==> src/rtl/serial_adder_pkg.sv <==
// Shared definitions for the bit-serial adder/subtractor.
//   state_t   : FSM states (IDLE, RUN, DONE), also exported for debug
//   MODE_ADD  : mode value selecting a + b + cin
//   MODE_SUB  : mode value selecting a - b
//   cnt_width : bit-counter width for a given operand width
package serial_adder_pkg;

  typedef enum logic [1:0] {
    IDLE = 2'd0,
    RUN  = 2'd1,
    DONE = 2'd2
  } state_t;

  localparam logic MODE_ADD = 1'b0;
  localparam logic MODE_SUB = 1'b1;

  // Counter must index bits 0..w-1; never narrower than one bit.
  function automatic int cnt_width(input int w);
    int cw;
    cw = $clog2(w);
    if (cw < 1) cw = 1;
    return cw;
  endfunction

endpackage

==> src/rtl/serial_adder_if.sv <==
// Operation request / result bundle for serial_adder.
//   master : drives start, mode, a, b, cin; observes busy, done, sum, cout, overflow
//   slave  : the adder itself
//
// Handshake: start is a request that is honoured only while the adder is
// idle (busy=0 and done=0). An accepted start latches a, b, mode and cin on
// that clock edge; busy rises the next cycle and stays high while bits are
// processed. done is a one-cycle pulse in which busy is low and sum, cout and
// overflow have just been updated; those results hold until the next done.
// A start presented while busy or during the done cycle is dropped.
interface serial_adder_if #(
  parameter int WIDTH = 8
);
  logic             start;
  logic             mode;
  logic [WIDTH-1:0] a;
  logic [WIDTH-1:0] b;
  logic             cin;
  logic             busy;
  logic             done;
  logic [WIDTH-1:0] sum;
  logic             cout;
  logic             overflow;

  modport master (
    output start, mode, a, b, cin,
    input  busy, done, sum, cout, overflow
  );

  modport slave (
    input  start, mode, a, b, cin,
    output busy, done, sum, cout, overflow
  );
endinterface

==> src/rtl/serial_fa_cell.sv <==
// One-bit combinational full adder used as the serial datapath cell.
//   a, b : operand bits
//   c    : carry in
//   s    : sum bit
//   co   : carry out
module serial_fa_cell (
  input  logic a,
  input  logic b,
  input  logic c,
  output logic s,
  output logic co
);
  assign s  = a ^ b ^ c;
  assign co = (a & b) | (c & (a ^ b));
endmodule

==> src/rtl/serial_adder.sv <==
// Bit-serial adder/subtractor: operands are latched on an accepted start and
// processed LSB-first, one bit per clock, through a single full-adder cell.
//   clk       : system clock, rising edge
//   rst_n     : asynchronous active-low reset
//   bus       : serial_adder_if slave (start/mode/a/b/cin in,
//               busy/done/sum/cout/overflow out, all outputs registered)
//   dbg_state : current FSM state
module serial_adder
  import serial_adder_pkg::*;
#(
  parameter int WIDTH = 8
) (
  input  logic           clk,
  input  logic           rst_n,
  serial_adder_if.slave  bus,
  output state_t         dbg_state
);

  localparam int CW = cnt_width(WIDTH);

  state_t           state;
  logic [WIDTH-1:0] op_a;
  logic [WIDTH-1:0] op_b;
  // Holds the WIDTH-1 bits already produced; the final bit comes straight
  // from the cell, so the full result is {fa_s, res}.
  logic [WIDTH-2:0] res;
  logic             carry;
  logic [CW-1:0]    cnt;

  logic             busy_q;
  logic             done_q;
  logic [WIDTH-1:0] sum_q;
  logic             cout_q;
  logic             ovf_q;

  logic             fa_s;
  logic             fa_co;
  logic [WIDTH-1:0] res_full;
  logic             last_bit;

  serial_fa_cell u_fa (
    .a  (op_a[0]),
    .b  (op_b[0]),
    .c  (carry),
    .s  (fa_s),
    .co (fa_co)
  );

  assign res_full = {fa_s, res};
  assign last_bit = (cnt == CW'(WIDTH - 1));

  always_ff @(posedge clk or negedge rst_n) begin
    if (!rst_n) begin
      state  <= IDLE;
      op_a   <= '0;
      op_b   <= '0;
      res    <= '0;
      carry  <= 1'b0;
      cnt    <= '0;
      busy_q <= 1'b0;
      done_q <= 1'b0;
      sum_q  <= '0;
      cout_q <= 1'b0;
      ovf_q  <= 1'b0;
    end else begin
      case (state)
        IDLE: begin
          done_q <= 1'b0;
          if (bus.start) begin
            op_a   <= bus.a;
            // Subtract is a + ~b + 1: invert b and seed the carry with 1.
            op_b   <= (bus.mode == MODE_SUB) ? ~bus.b : bus.b;
            carry  <= (bus.mode == MODE_SUB) ? 1'b1 : bus.cin;
            cnt    <= '0;
            busy_q <= 1'b1;
            state  <= RUN;
          end
        end
        RUN: begin
          op_a  <= op_a >> 1;
          op_b  <= op_b >> 1;
          res   <= res_full[WIDTH-1:1];
          carry <= fa_co;
          if (last_bit) begin
            // carry still holds the carry into the MSB here, so the signed
            // overflow is that value XOR the final carry out.
            sum_q  <= res_full;
            cout_q <= fa_co;
            ovf_q  <= carry ^ fa_co;
            busy_q <= 1'b0;
            done_q <= 1'b1;
            state  <= DONE;
          end else begin
            cnt <= cnt + 1'b1;
          end
        end
        DONE: begin
          done_q <= 1'b0;
          state  <= IDLE;
        end
        default: begin
          busy_q <= 1'b0;
          done_q <= 1'b0;
          state  <= IDLE;
        end
      endcase
    end
  end

  assign bus.busy     = busy_q;
  assign bus.done     = done_q;
  assign bus.sum      = sum_q;
  assign bus.cout     = cout_q;
  assign bus.overflow = ovf_q;
  assign dbg_state    = state;

endmodule
==> src/flat_wrapper.sv <==
// flat-port wrapper written by rule: the top's interface ports become plain ports
module serial_adder_flat import serial_adder_pkg::*;
#(
  parameter int WIDTH = 8
)
  (clk, rst_n, dbg_state, bus_start, bus_mode, bus_a, bus_b, bus_cin, bus_busy, bus_done, bus_sum, bus_cout, bus_overflow);
  serial_adder_if #(.WIDTH(WIDTH)) bus_i ();
  input  logic clk;
  input  logic rst_n;
  output state_t dbg_state;
  input wire logic [$bits(bus_i.start)-1:0] bus_start;
  input wire logic [$bits(bus_i.mode)-1:0] bus_mode;
  input wire logic [$bits(bus_i.a)-1:0] bus_a;
  input wire logic [$bits(bus_i.b)-1:0] bus_b;
  input wire logic [$bits(bus_i.cin)-1:0] bus_cin;
  output wire logic [$bits(bus_i.busy)-1:0] bus_busy;
  output wire logic [$bits(bus_i.done)-1:0] bus_done;
  output wire logic [$bits(bus_i.sum)-1:0] bus_sum;
  output wire logic [$bits(bus_i.cout)-1:0] bus_cout;
  output wire logic [$bits(bus_i.overflow)-1:0] bus_overflow;
  assign bus_i.start = bus_start;
  assign bus_i.mode = bus_mode;
  assign bus_i.a = bus_a;
  assign bus_i.b = bus_b;
  assign bus_i.cin = bus_cin;
  assign bus_busy = bus_i.busy;
  assign bus_done = bus_i.done;
  assign bus_sum = bus_i.sum;
  assign bus_cout = bus_i.cout;
  assign bus_overflow = bus_i.overflow;
  serial_adder #(.WIDTH(WIDTH)) u_core (.clk(clk), .rst_n(rst_n), .bus(bus_i), .dbg_state(dbg_state));
endmodule
==> config.mk <==
export PLATFORM = sky130hd
export DESIGN_NAME = serial_adder_flat
export DESIGN_NICKNAME = d
export VERILOG_FILES = /design/src/rtl/serial_adder_pkg.sv /design/src/rtl/serial_adder_if.sv /design/src/rtl/serial_fa_cell.sv /design/src/rtl/serial_adder.sv /design/src/flat_wrapper.sv
export SDC_FILE = /design/constraint.sdc
export NUM_CORES = 1
export LEC_CHECK = 0
export BUFFER_PORTS_ARGS = -buffer_cell sky130_fd_sc_hd__clkbuf_2
export CORE_MARGIN = 2
export CORE_UTILIZATION = 35
export DETAILED_ROUTE_END_ITERATION = 7
export PLACE_DENSITY = 0.53
export RECOVER_POWER = 100
export SLEW_MARGIN = 40
export SYNTH_ARGS = -nofsm -noshare
export SYNTH_HDL_FRONTEND = slang
export SYNTH_SLANG_ARGS = --single-unit
==> constraint.sdc <==
create_clock -name clk -period 3.2 [get_ports clk]
set_input_delay 0.16 -clock clk [delete_from_list [all_inputs] [get_ports clk]]
set_output_delay 0.16 -clock clk [all_outputs]
set_load 0.02 [all_outputs]
After elaboration in Yosys (flattened, before gate mapping)

Cells that the tools add are included.

Reduce and logical (&&, ||, !) cells: 7
Bitwise gates (word level): 8
$mul: 0
Shift operators: 0
Equality and inequality tests: 6
$lt $le $gt $ge: 0
Multiplexer cells: 19
Div/mod/pow operators: 0
$add $sub $neg: 1

Operators with widths:

| kind                                                  | number |
|---|---|
| one-hot mux 8 bit (2 select lines)                    | 2 |
| two-way mux 8 bit                                     | 3 |
| NOT 8 bit                                             | 1 |
| two-way mux 1 bit                                     | 6 |
| two-way mux 3 bit                                     | 2 |
| one-hot mux 3 bit (2 select lines)                    | 1 |
| AND reduction 2 bit                                   | 3 |
| AND reduction 3 bit                                   | 2 |
| two-way mux 2 bit                                     | 2 |
| inequality test 2 bit, second input constant          | 2 |
| one-hot mux 2 bit (2 select lines)                    | 1 |
| adder 3 x 1 -> 3 bit, second input constant           | 1 |
| == test 3 bit, second input constant                  | 1 |
| one-hot mux 1 bit (3 select lines)                    | 1 |
| XOR 1 bit                                             | 3 |
| bitwise AND 1 bit                                     | 2 |
| == test 2 x 1 -> 1 bit, second input constant         | 1 |
| == test 2 bit, second input constant                  | 1 |
| logical NOT 2 bit                                     | 1 |
| inequality test 2 x 1 -> 1 bit, second input constant | 1 |
| one-hot mux 1 bit (2 select lines)                    | 1 |
| nonzero test 2 bit                                    | 1 |
| NOT 1 bit                                             | 1 |
| OR 1 bit                                              | 1 |

Logic and storage cells: 52
Bits in read-only memories: 0
Memories kept: 0
RAM bits: 0
Latch bits: 0
Flip-flop bits (word level): 41

Logic depth before layout (Yosys ltp)

Gate-level depths: netlist (run 1).

Word-level depth: 4
Gate-level depth with buffers: 6
Mapped depth without buffers: 5

Cells and area by module

Synthesis (run 1) repeated with hierarchy kept, for this count alone.

Cell total of the unflattened synthesis: 176
Area total of the unflattened synthesis: 1,905.6 um2

By module, submodules not included:

| module         | times used | area each (um2) | cells each |
|---|---|---|---|
| serial_adder   | 1          | 1,885.6         | 175 |
| serial_fa_cell | 1          | 20.0            | 1 |

Worst setup path before layout (run 1)

OpenSTA, ideal clock, no wires.

Path type: reg-to-reg
Start point: register u_core.cnt[0]
End point: register u_core.cout_q, in the netlist u_core.bus.cout
Path slack: 1.659 ns
Path buffers: 1
Arrival time: 1.416 ns
Setup time: 0.125 ns
Cell stages (with the launch flop): 6
Period minus slack after synthesis: 1.541 ns
Cells stage by stage: dfrtp_1 ha_1 ha_1 nand3b_1 buf_6 mux2_2

Word-level cells in the longest chain between the ends: 2

Ends and longest elaborated chain:

| item                                 | line               | text |
|---|---|---|
| from (decl)                          | serial_adder.sv:28 | `logic [CW-1:0] cnt;` |
| from (signal assigned)               | serial_adder.sv:94 | `cnt <= cnt + 1'b1;` |
| == test 3 bit                        | serial_adder.sv:50 | `assign last_bit = (cnt == CW'(WIDTH - 1));` |
| AND reduction 2 bit (no source line) | -                  |  |
| to (signal assigned)                 | serial_adder.sv:88 | `cout_q <= fa_co;` |
| to (decl)                            | serial_adder.sv:33 | `logic cout_q;` |

No other way between the ends.
A chain may end at the register's enable or synchronous reset.

Worst setup path after layout (run 1)

Start point: register u_core.state[0], in the netlist u_core.dbg_state[0]
End point: register u_core.res[4]

Word-level cells in the longest chain between the ends: 1

Ends and longest elaborated chain:

| item                   | line               | text |
|---|---|---|
| from (decl)            | serial_adder.sv:21 | `state_t state;` |
| from (signal assigned) | serial_adder.sv:54 | `state <= IDLE;` |
| from (signal assigned) | serial_adder.sv:76 | `state <= RUN;` |
| from (signal assigned) | serial_adder.sv:92 | `state <= DONE;` |
| == test 2 x 1 -> 1 bit | serial_adder.sv:66 | `case (state)` |
| to (signal assigned)   | serial_adder.sv:82 | `res <= res_full[WIDTH-1:1];` |
| to (decl)              | serial_adder.sv:26 | `logic [WIDTH-2:0] res;` |

No other way between the ends.

==> impl_metrics.json, run 1 <==
{
  "drt-vias-per-instance": 4.96,
  "critPathMaxFanout": 24,
  "cts_buffer_depth": 2,
  "num_rows": 27,
  "rsz0062_at_grt": "false",
  "grt_pass1_vias": 1433,
  "first_iter_violations": 60,
  "setup-tns-final_ps": 0,
  "gp_congestion": 0.737,
  "fin_crit_ps": 2260,
  "fin_nets": 224,
  "powerDensity_mw_per_mm2": 939,
  "arrival_ps": 2440,
  "cp-startpoint": "u_core.dbg_state[0]$_DFFE_PN0P_",
  "drt-total-wl_mm": 3.90,
  "setup_viol": 0,
  "synthTopCellsByArea": "dfrtp_1, mux2_2, a22oi_1, xnor2_1, o21ai_0",
  "io_pins": 35,
  "cap_violations": 0,
  "relSlewSlack_pct": 35.2,
  "status": "complete, no violations",
  "synth_area_per_cell_um2": 11.8,
  "crit_end": "u_core.res[4]$_DFFE_PN0N_",
  "synth_top_area_share_pct": 52.7,
  "yosys.cell_types.count": 29,
  "ff2ff_path_depth": 4,
  "vias": 1350,
  "postCtsSetupRepairBufs": 0,
  "cp_num_buf_inv": 2,
  "ir_drop_mv": 0.332,
  "htreeDepth": 2,
  "synth_area_leader_cell": "dfrtp_1",
  "grt_pass1_wl_mm": 6.84,
  "layout-drive-gt1-share_pct": 24.5,
  "synth_common_cells": "dfrtp_1, mux2_2, nand2_1, o21ai_0, a22oi_1",
  "yosysMostFrequentCell": "dfrtp_1",
  "antenna_found_initial": 0,
  "portBuffers": 34,
  "seqCellArea_mm2": 0.00103,
  "critPathLaunchType": "flop",
  "finalMaxSlewViolations": 0,
  "dieArea_mm2": 0.00618,
  "coreArea_mm2": 0.00544,
  "clk_latency_ps": 300,
  "die_w_um": 78.6,
  "ys_seq_area_share_pct": 52.7,
  "grt_overflow": 0,
  "critical-path-top-delay-family": "buffers and inverters",
  "worstMarginPinSlew_ps": 972,
  "numCtsBuffers": 5,
  "grt_max_degree": 42,
  "cp_slowest_cell": "clkbuf_1",
  "synth_cells": 165,
  "fin_skew_ps": 14.2,
  "worst-path-stages": 4,
  "r2r_setup_slack_ps": 940,
  "path_class": "flop to flop",
  "dp_hpwl_mm": 2.63,
  "ys_seq_elements": 41,
  "first_pass_iters": 4,
  "cts_tree": "built",
  "cts_root_buf": "clkbuf_8",
  "yosysWarnings": 0,
  "grt_util_all_layers_pct": 14.3,
  "wl_per_cell_um": 14.3,
  "crit_top_cell": "clkbuf_1",
  "insertedDiodeCount": 0,
  "hp-class": "input pin to flop",
  "multiInputGateArea_um2": 826,
  "p_leak_uw": 0.00101,
  "clk_pin_slew_ps": 80,
  "syn_nets": 190,
  "netlist_area_mm2": 0.00195,
  "synth_edf_count": 0,
  "synth_top_flop_cell": "dfrtp_1",
  "r2r-end": "u_core.res[4]$_DFFE_PN0N_",
  "critPathRequiredTime_ps": 3380,
  "hold_viol": 0,
  "initial_core_util_pct": 35.8,
  "fin_crit_sh_pct": 70.7,
  "end_kind": "flop",
  "fillers": 530,
  "drtAntennaViolNets": 0,
  "die_h_um": 78.6,
  "drc": 0,
  "reg2reg_from": "u_core.dbg_state[0]$_DFFE_PN0P_",
  "max_stage_delay_ps": 720,
  "path_cells": "clkbuf_1 > nor2b_1 > clkbuf_1 > mux2_2",
  "final_util_pct": 41.6,
  "cts.sinks": 41,
  "async_flop_share_pct": 100,
  "area_growth_pct": 16.2,
  "max_freq_mhz": 442
}
## worst min-delay path: stages
cell	delay, ps
clkbuf_2	80
a21oi_1	50
o21ai_0	130
## metal layers
metal  up-vias  track usage, %  share of wire (%)
li1        651               -                  -
met4         0            5.26                1.5
met1       662            18.3                 47
met5         -               0                  0
met3         4            4.60                4.8
met2        33            22.6                 47
## worst min-delay path by stage
stage	from	endpoint	slack (ps)	cells after the start
after floorplan	rst_n	u_core.bus.busy$_DFFE_PN0P_	-140	0
after global placement	rst_n	u_core.cnt[2]$_DFFE_PN0P_	380	1
after detailed placement	rst_n	u_core.bus.sum[3]$_DFFE_PN0P_	220	1
after CTS	bus_a[3]	u_core.op_a[3]$_DFFE_PN0P_	140	3
after global routing	bus_b[7]	u_core.op_b[7]$_DFFE_PN0P_	170	4
final	bus_a[3]	u_core.op_a[3]$_DFFE_PN0P_	150	3
## report_power, final
| group | internal (µW) | switching [µW] | leakage, µW | total [µW] |
|---|---|---|---|---|
| clock network | 314 | 191 | 0.0000687 | 506 |
| registers | 730 | 153 | 0.000523 | 883 |
| logic | 343 | 394 | 0.000415 | 738 |
| total | 1390 | 739 | 0.00101 | 2130 |
## layout by cell type, fill, tap and decap left out, drive strengths merged, types with 5 or more instances in the layout
cell,instances
clkbuf,42
nor2b,10
a22oi,11
xnor2,8
dfrtp,41
nor2,6
nand2,13
a22o,5
mux2,17
a21oi,9
o21ai,13
## flip-flops by register name (all words and copies together), names as in the netlist
| register | count |
|---|---|
| u_core.bus.done | 1 |
| u_core.res | 7 |
| u_core.dbg_state | 2 |
| u_core.op_a | 8 |
| u_core.bus.sum | 8 |
| u_core.bus.overflow | 1 |
| u_core.cnt | 3 |
| u_core.bus.cout | 1 |
| u_core.op_b | 8 |
| u_core.bus.busy | 1 |
| u_core.carry | 1 |
## layout make-up
class / count / area share, %
clock buffers: 5 / 3.04
flip-flops and latches: 41 / 45.3
clock inverters: 3 / 3.04
well taps: 72 / 3.98
repair buffers: 38 / 7.85
inverters: 2 / 0.331
multi-input cells: 111 / 36.5
## per-stage QoR
step           area (µm²)  total power [µW]  setup WS, ps  instances  hold WS (ps)
6_report             2260              2130           937        272           148
5_1_grt              2260              2280           752        272           167
4_1_cts              2300              2190          1230        272           138
3_5_place_dp         2160              1680          1250        263           219
3_3_place_gp         2150              1640          1330        263           378
2_1_floorplan        1950              1460          1660        165          -136
## kinds of logic after synthesis
family,share of synthesized area [%]
flops,52.7
compound gates,16.9
simple gates,8.80
mux,10.3
xor+xnor,4.05
fa+ha+maj,2.95
buf+inv,4.30
## what timing repair did
item | in CTS | in global routing
resized for setup | 0 | 0
hold endpoints to repair | 41 | 0
hold buffers | 1 | 0
(Power assumes the default switching activity.)
==> inputs of run 2 (changes only) <==
clock period = 2.1 ns   (was 3.2 ns; I/O delays follow)
==> impl_metrics.json, run 2 (synthesized netlist as in run 1, its figures left out) <==
{
  "grt_pass1_wl_mm": 6.49,
  "drt-total-wl_mm": 3.80,
  "multiInputGateArea_um2": 832,
  "cts_tree": "built",
  "num_rows": 27,
  "critPathLaunchType": "flop",
  "layout-drive-gt1-share_pct": 27.0,
  "final_cell_mix": "dfrtp_1, clkbuf_2, mux2_2, clkbuf_1",
  "dp_hpwl_mm": 2.69,
  "first_iter_violations": 41,
  "reg2reg_from": "u_core.cnt[0]$_DFFE_PN0P_",
  "rsz0062_at_grt": "false",
  "cp_slowest_cell": "dfrtp_1",
  "end_kind": "flop",
  "hold_viol": 0,
  "io_pins": 35,
  "p_leak_uw": 0.00102,
  "fin_nets": 228,
  "insertedDiodeCount": 0,
  "wl_per_cell_um": 13.8,
  "initial_core_util_pct": 35.8,
  "grt_util_all_layers_pct": 13.5,
  "drt-vias-per-instance": 4.96,
  "cts_root_buf": "clkbuf_8",
  "ff2ff_path_depth": 5,
  "critPathMaxFanout": 8,
  "drtAntennaViolNets": 0,
  "whs_endpoint": "u_core.op_a[3]$_DFFE_PN0P_",
  "clk_latency_ps": 290,
  "portBuffers": 34,
  "grt_max_degree": 42,
  "clk_pin_slew_ps": 70,
  "numCtsBuffers": 5,
  "dieArea_mm2": 0.00618,
  "area_growth_pct": 17.0,
  "cts_buffer_depth": 2,
  "cap_violations": 0,
  "hp-class": "input pin to flop",
  "grt_overflow": 0,
  "first_pass_iters": 4,
  "gp_congestion": 0.752,
  "cts.sinks": 41,
  "relSlewSlack_pct": 34.8,
  "hold_depth": 3,
  "max_stage_delay_ps": 410,
  "finalMaxSlewViolations": 0,
  "fin_crit_sh_pct": 84.0,
  "critPathRequiredTime_ps": 2270,
  "arrival_ps": 1940,
  "coreArea_mm2": 0.00544,
  "setup_viol": 0,
  "seqCellArea_mm2": 0.00103,
  "crit_top_cell": "ha_1",
  "die_h_um": 78.6,
  "fin_crit_ps": 1760,
  "die_w_um": 78.6,
  "max_freq_mhz": 567,
  "worstMarginPinSlew_ps": 978,
  "antenna_found_initial": 0,
  "drc": 0,
  "fillers": 540,
  "path_class": "flop to flop",
  "grt_pass1_vias": 1408,
  "r2r_setup_slack_ps": 340,
  "vias": 1368,
  "final_util_pct": 41.9,
  "worstHoldStart": "bus_a[3]",
  "final_common_cell": "dfrtp_1",
  "fin_skew_ps": 4.93,
  "powerDensity_mw_per_mm2": 1380,
  "htreeDepth": 2,
  "setup-tns-final_ps": 0,
  "path_cells": "ha_1 > ha_1 > nand3b_1 > buf_4 > mux2_2",
  "ir_drop_mv": 0.485,
  "r2r-end": "u_core.bus.sum[0]$_DFFE_PN0P_",
  "status": "complete, no violations"
}
-- run 2: power by group --
group	switching, µW	leakage (µW)	internal, µW
combinational	605	0.000440	553
sequential	238	0.000523	1110
clock	252	0.0000585	387
-- run 2: worst max path at each step --
stage / start / end / slack (ps) / cells after the start
final: u_core.cnt[0]$_DFFE_PN0P_ / u_core.bus.sum[0]$_DFFE_PN0P_ / 340 / 5
after global routing: u_core.dbg_state[1]$_DFFE_PN0P_ / u_core.op_a[5]$_DFFE_PN0P_ / 150 / 5
after CTS: u_core.cnt[0]$_DFFE_PN0P_ / u_core.bus.sum[2]$_DFFE_PN0P_ / 330 / 5
after detailed placement: u_core.cnt[0]$_DFFE_PN0P_ / u_core.bus.sum[0]$_DFFE_PN0P_ / 340 / 5
after global placement: u_core.cnt[0]$_DFFE_PN0P_ / u_core.bus.cout$_DFFE_PN0P_ / 400 / 5
after floorplan: u_core.cnt[0]$_DFFE_PN0P_ / u_core.bus.cout$_DFFE_PN0P_ / 560 / 5
-- run 2: layer usage --
metal / GRT usage [%] / part of all wire [%]
met1: 16.8 / 45
met2: 22.6 / 48
met4: 5.61 / 1.6
met3: 3.10 / 5.4
met5: 0 / 0
-- run 2: timing repair --
action	CTS	global route
resized for setup	0	0
setup buffers	0	0
endpoints found under the hold margin	41	0
hold buffers	1	0
endpoints found under the setup margin	0	0
-- run 2: metrics by stage --
stage	hold WS, ps	cell area [µm²]	cells	setup slack, ps	total power (µW)
finish	106	2280	276	336	3150
floorplan	-191	1950	165	559	2220
CTS	93.7	2310	276	327	3240
global route	106	2280	276	154	3390
detailed placement	206	2180	267	337	2590
global placement	199	2180	267	403	2520
-- run 2: critical path: cells and delay by family, from the launching register on --
family	cells	cell delay, ps
buffers and inverters	1	220
adders and majority gates	2	460
muxes	1	340
and+or+nand+nor	1	230
DFF	1	410
-- run 2: area by class of cell --
class / count / area share [%]
clock buffers: 7 / 3.79
well taps: 72 / 3.95
multi-input cells: 111 / 36.5
flip-flops and latches: 41 / 45.0
clock inverters: 1 / 1.32
inverters: 2 / 0.329
repair buffers: 42 / 9.11
==> inputs of run 3 (changes only) <==
PLACE_DENSITY = 0.55   (was 0.53)
clock period = 1.6 ns   (was 2.1 ns; I/O delays follow)
==> impl_metrics.json, run 3 (synthesized netlist as in run 1, its figures left out) <==
{
  "hold_depth": 3,
  "final_common_cell": "dfrtp_1",
  "arrival_ps": 1680,
  "preCtsSetupSlack_ps": 77.0,
  "initial_core_util_pct": 35.8,
  "wl_per_cell_um": 13.5,
  "cts_buffer_depth": 2,
  "path_cells": "nor2b_1 > buf_2 > mux2_2",
  "fin_crit_ps": 1500,
  "setup-tns-final_ps": 0,
  "clk_latency_ps": 290,
  "first_iter_violations": 36,
  "max_stage_delay_ps": 480,
  "numCtsBuffers": 5,
  "path_class": "flop to flop",
  "cp_num_buf_inv": 1,
  "reg2reg_from": "u_core.dbg_state[1]$_DFFE_PN0P_",
  "rsz0062_at_grt": "false",
  "cts.sinks": 41,
  "coreArea_mm2": 0.00544,
  "cts_root_buf": "clkbuf_8",
  "portBuffers": 34,
  "cp_slowest_cell": "dfrtp_1",
  "grt_pass1_wl_mm": 6.78,
  "hp-class": "input pin to flop",
  "critPathRequiredTime_ps": 1780,
  "htreeDepth": 2,
  "num_rows": 27,
  "max_freq_mhz": 669,
  "drt-vias-per-instance": 4.86,
  "area_growth_pct": 19.6,
  "vias": 1370,
  "layout-drive-gt1-share_pct": 28.1,
  "powerDensity_mw_per_mm2": 1840,
  "postCtsSetupRepairBufs": 0,
  "whs_endpoint": "u_core.op_a[2]$_DFFE_PN0P_",
  "antenna_found_initial": 0,
  "grt_max_degree": 42,
  "r2r-end": "u_core.res[4]$_DFFE_PN0N_",
  "grt_overflow": 0,
  "fin_ws_ps": 105,
  "critPathLaunchType": "flop",
  "gp_congestion": 0.729,
  "final_util_pct": 42.8,
  "clk_pin_slew_ps": 80,
  "final_cell_mix": "dfrtp_1, clkbuf_2, mux2_2, clkbuf_1",
  "cp-startpoint": "u_core.dbg_state[1]$_DFFE_PN0P_",
  "dp_hpwl_mm": 2.64,
  "ir_drop_mv": 0.828,
  "fin_skew_ps": 5.53,
  "drtAntennaViolNets": 0,
  "cap_violations": 0,
  "die_h_um": 78.6,
  "first_pass_iters": 4,
  "drc": 0,
  "finalMaxSlewViolations": 0,
  "hold_viol": 0,
  "grt_util_all_layers_pct": 14.0,
  "cts_tree": "built",
  "end_kind": "flop",
  "ff2ff_path_depth": 3,
  "relSlewSlack_pct": 30.2,
  "p_leak_uw": 0.00105,
  "critPathMaxFanout": 16,
  "setup_viol": 0,
  "drt-total-wl_mm": 3.81,
  "placed_area_mm2": 0.00224,
  "worstMarginPinSlew_ps": 1050,
  "final_design_area_no_fill_mm2": 0.00233,
  "worstHoldStart": "bus_a[2]",
  "io_pins": 35,
  "r2r_setup_slack_ps": 100,
  "hold_slack_ps": 59.7,
  "insertedDiodeCount": 0,
  "dieArea_mm2": 0.00618,
  "fin_nets": 234,
  "die_w_um": 78.6,
  "status": "complete, no violations",
  "fin_crit_sh_pct": 93.5,
  "critical-path-top-delay-family": "flip-flops",
  "grt_pass1_vias": 1442
}
-- run 3: how the worst max path moves through the flow --
stage	endpoint	cells after the start
after floorplan	u_core.bus.cout$_DFFE_PN0P_	5
after global placement	u_core.bus.sum[0]$_DFFE_PN0P_	5
after detailed placement	u_core.bus.sum[3]$_DFFE_PN0P_	5
after CTS	u_core.bus.sum[3]$_DFFE_PN0P_	5
after global routing	u_core.res[4]$_DFFE_PN0N_	3
final	u_core.res[4]$_DFFE_PN0N_	3
-- run 3: metal layers --
metal	GRT usage, %	share of wire [%]	vias to the layer above
met3	3.45	4.3	7
met5	0	0	-
li1	-	-	671
met4	5.26	1.6	0
met1	18.0	47	659
met2	22.8	47	33
-- run 3: cell type report --
class | count | area (µm²)
Sequential cell | 41 | 1030
Multi-Input combinational cell | 111 | 822
Fill cell | 554 | 3110
Clock inverter | 3 | 65.1
Timing Repair Buffer | 48 | 250
Clock buffer | 5 | 68.8
Tap cell | 72 | 90.1
Inverter | 2 | 7.51
-- run 3: metrics by stage --
stage               power (µW)  instances
global placement          3400        273
detailed placement        3440        273
global route              4610        282
floorplan                 2920        165
finish                    4280        282
CTS                       4440        282
-- run 3: repair_timing --
item | 4_1_cts | 5_1_grt
hold buffers | 1 | 0
endpoints found under the hold margin | 41 | 0
endpoints found under the setup margin | 0 | 9
resized for setup | 0 | 1
-- run 3: report_power, final --
part | internal, µW | switching (µW)
sequential | 1460 | 292
combinational | 754 | 788
clock | 620 | 369
-- run 3: worst reg2reg max path: stages, from the launching register on --
cell	delay (ps)
dfrtp_1	480
nor2b_1	180
buf_2	340
mux2_2	390
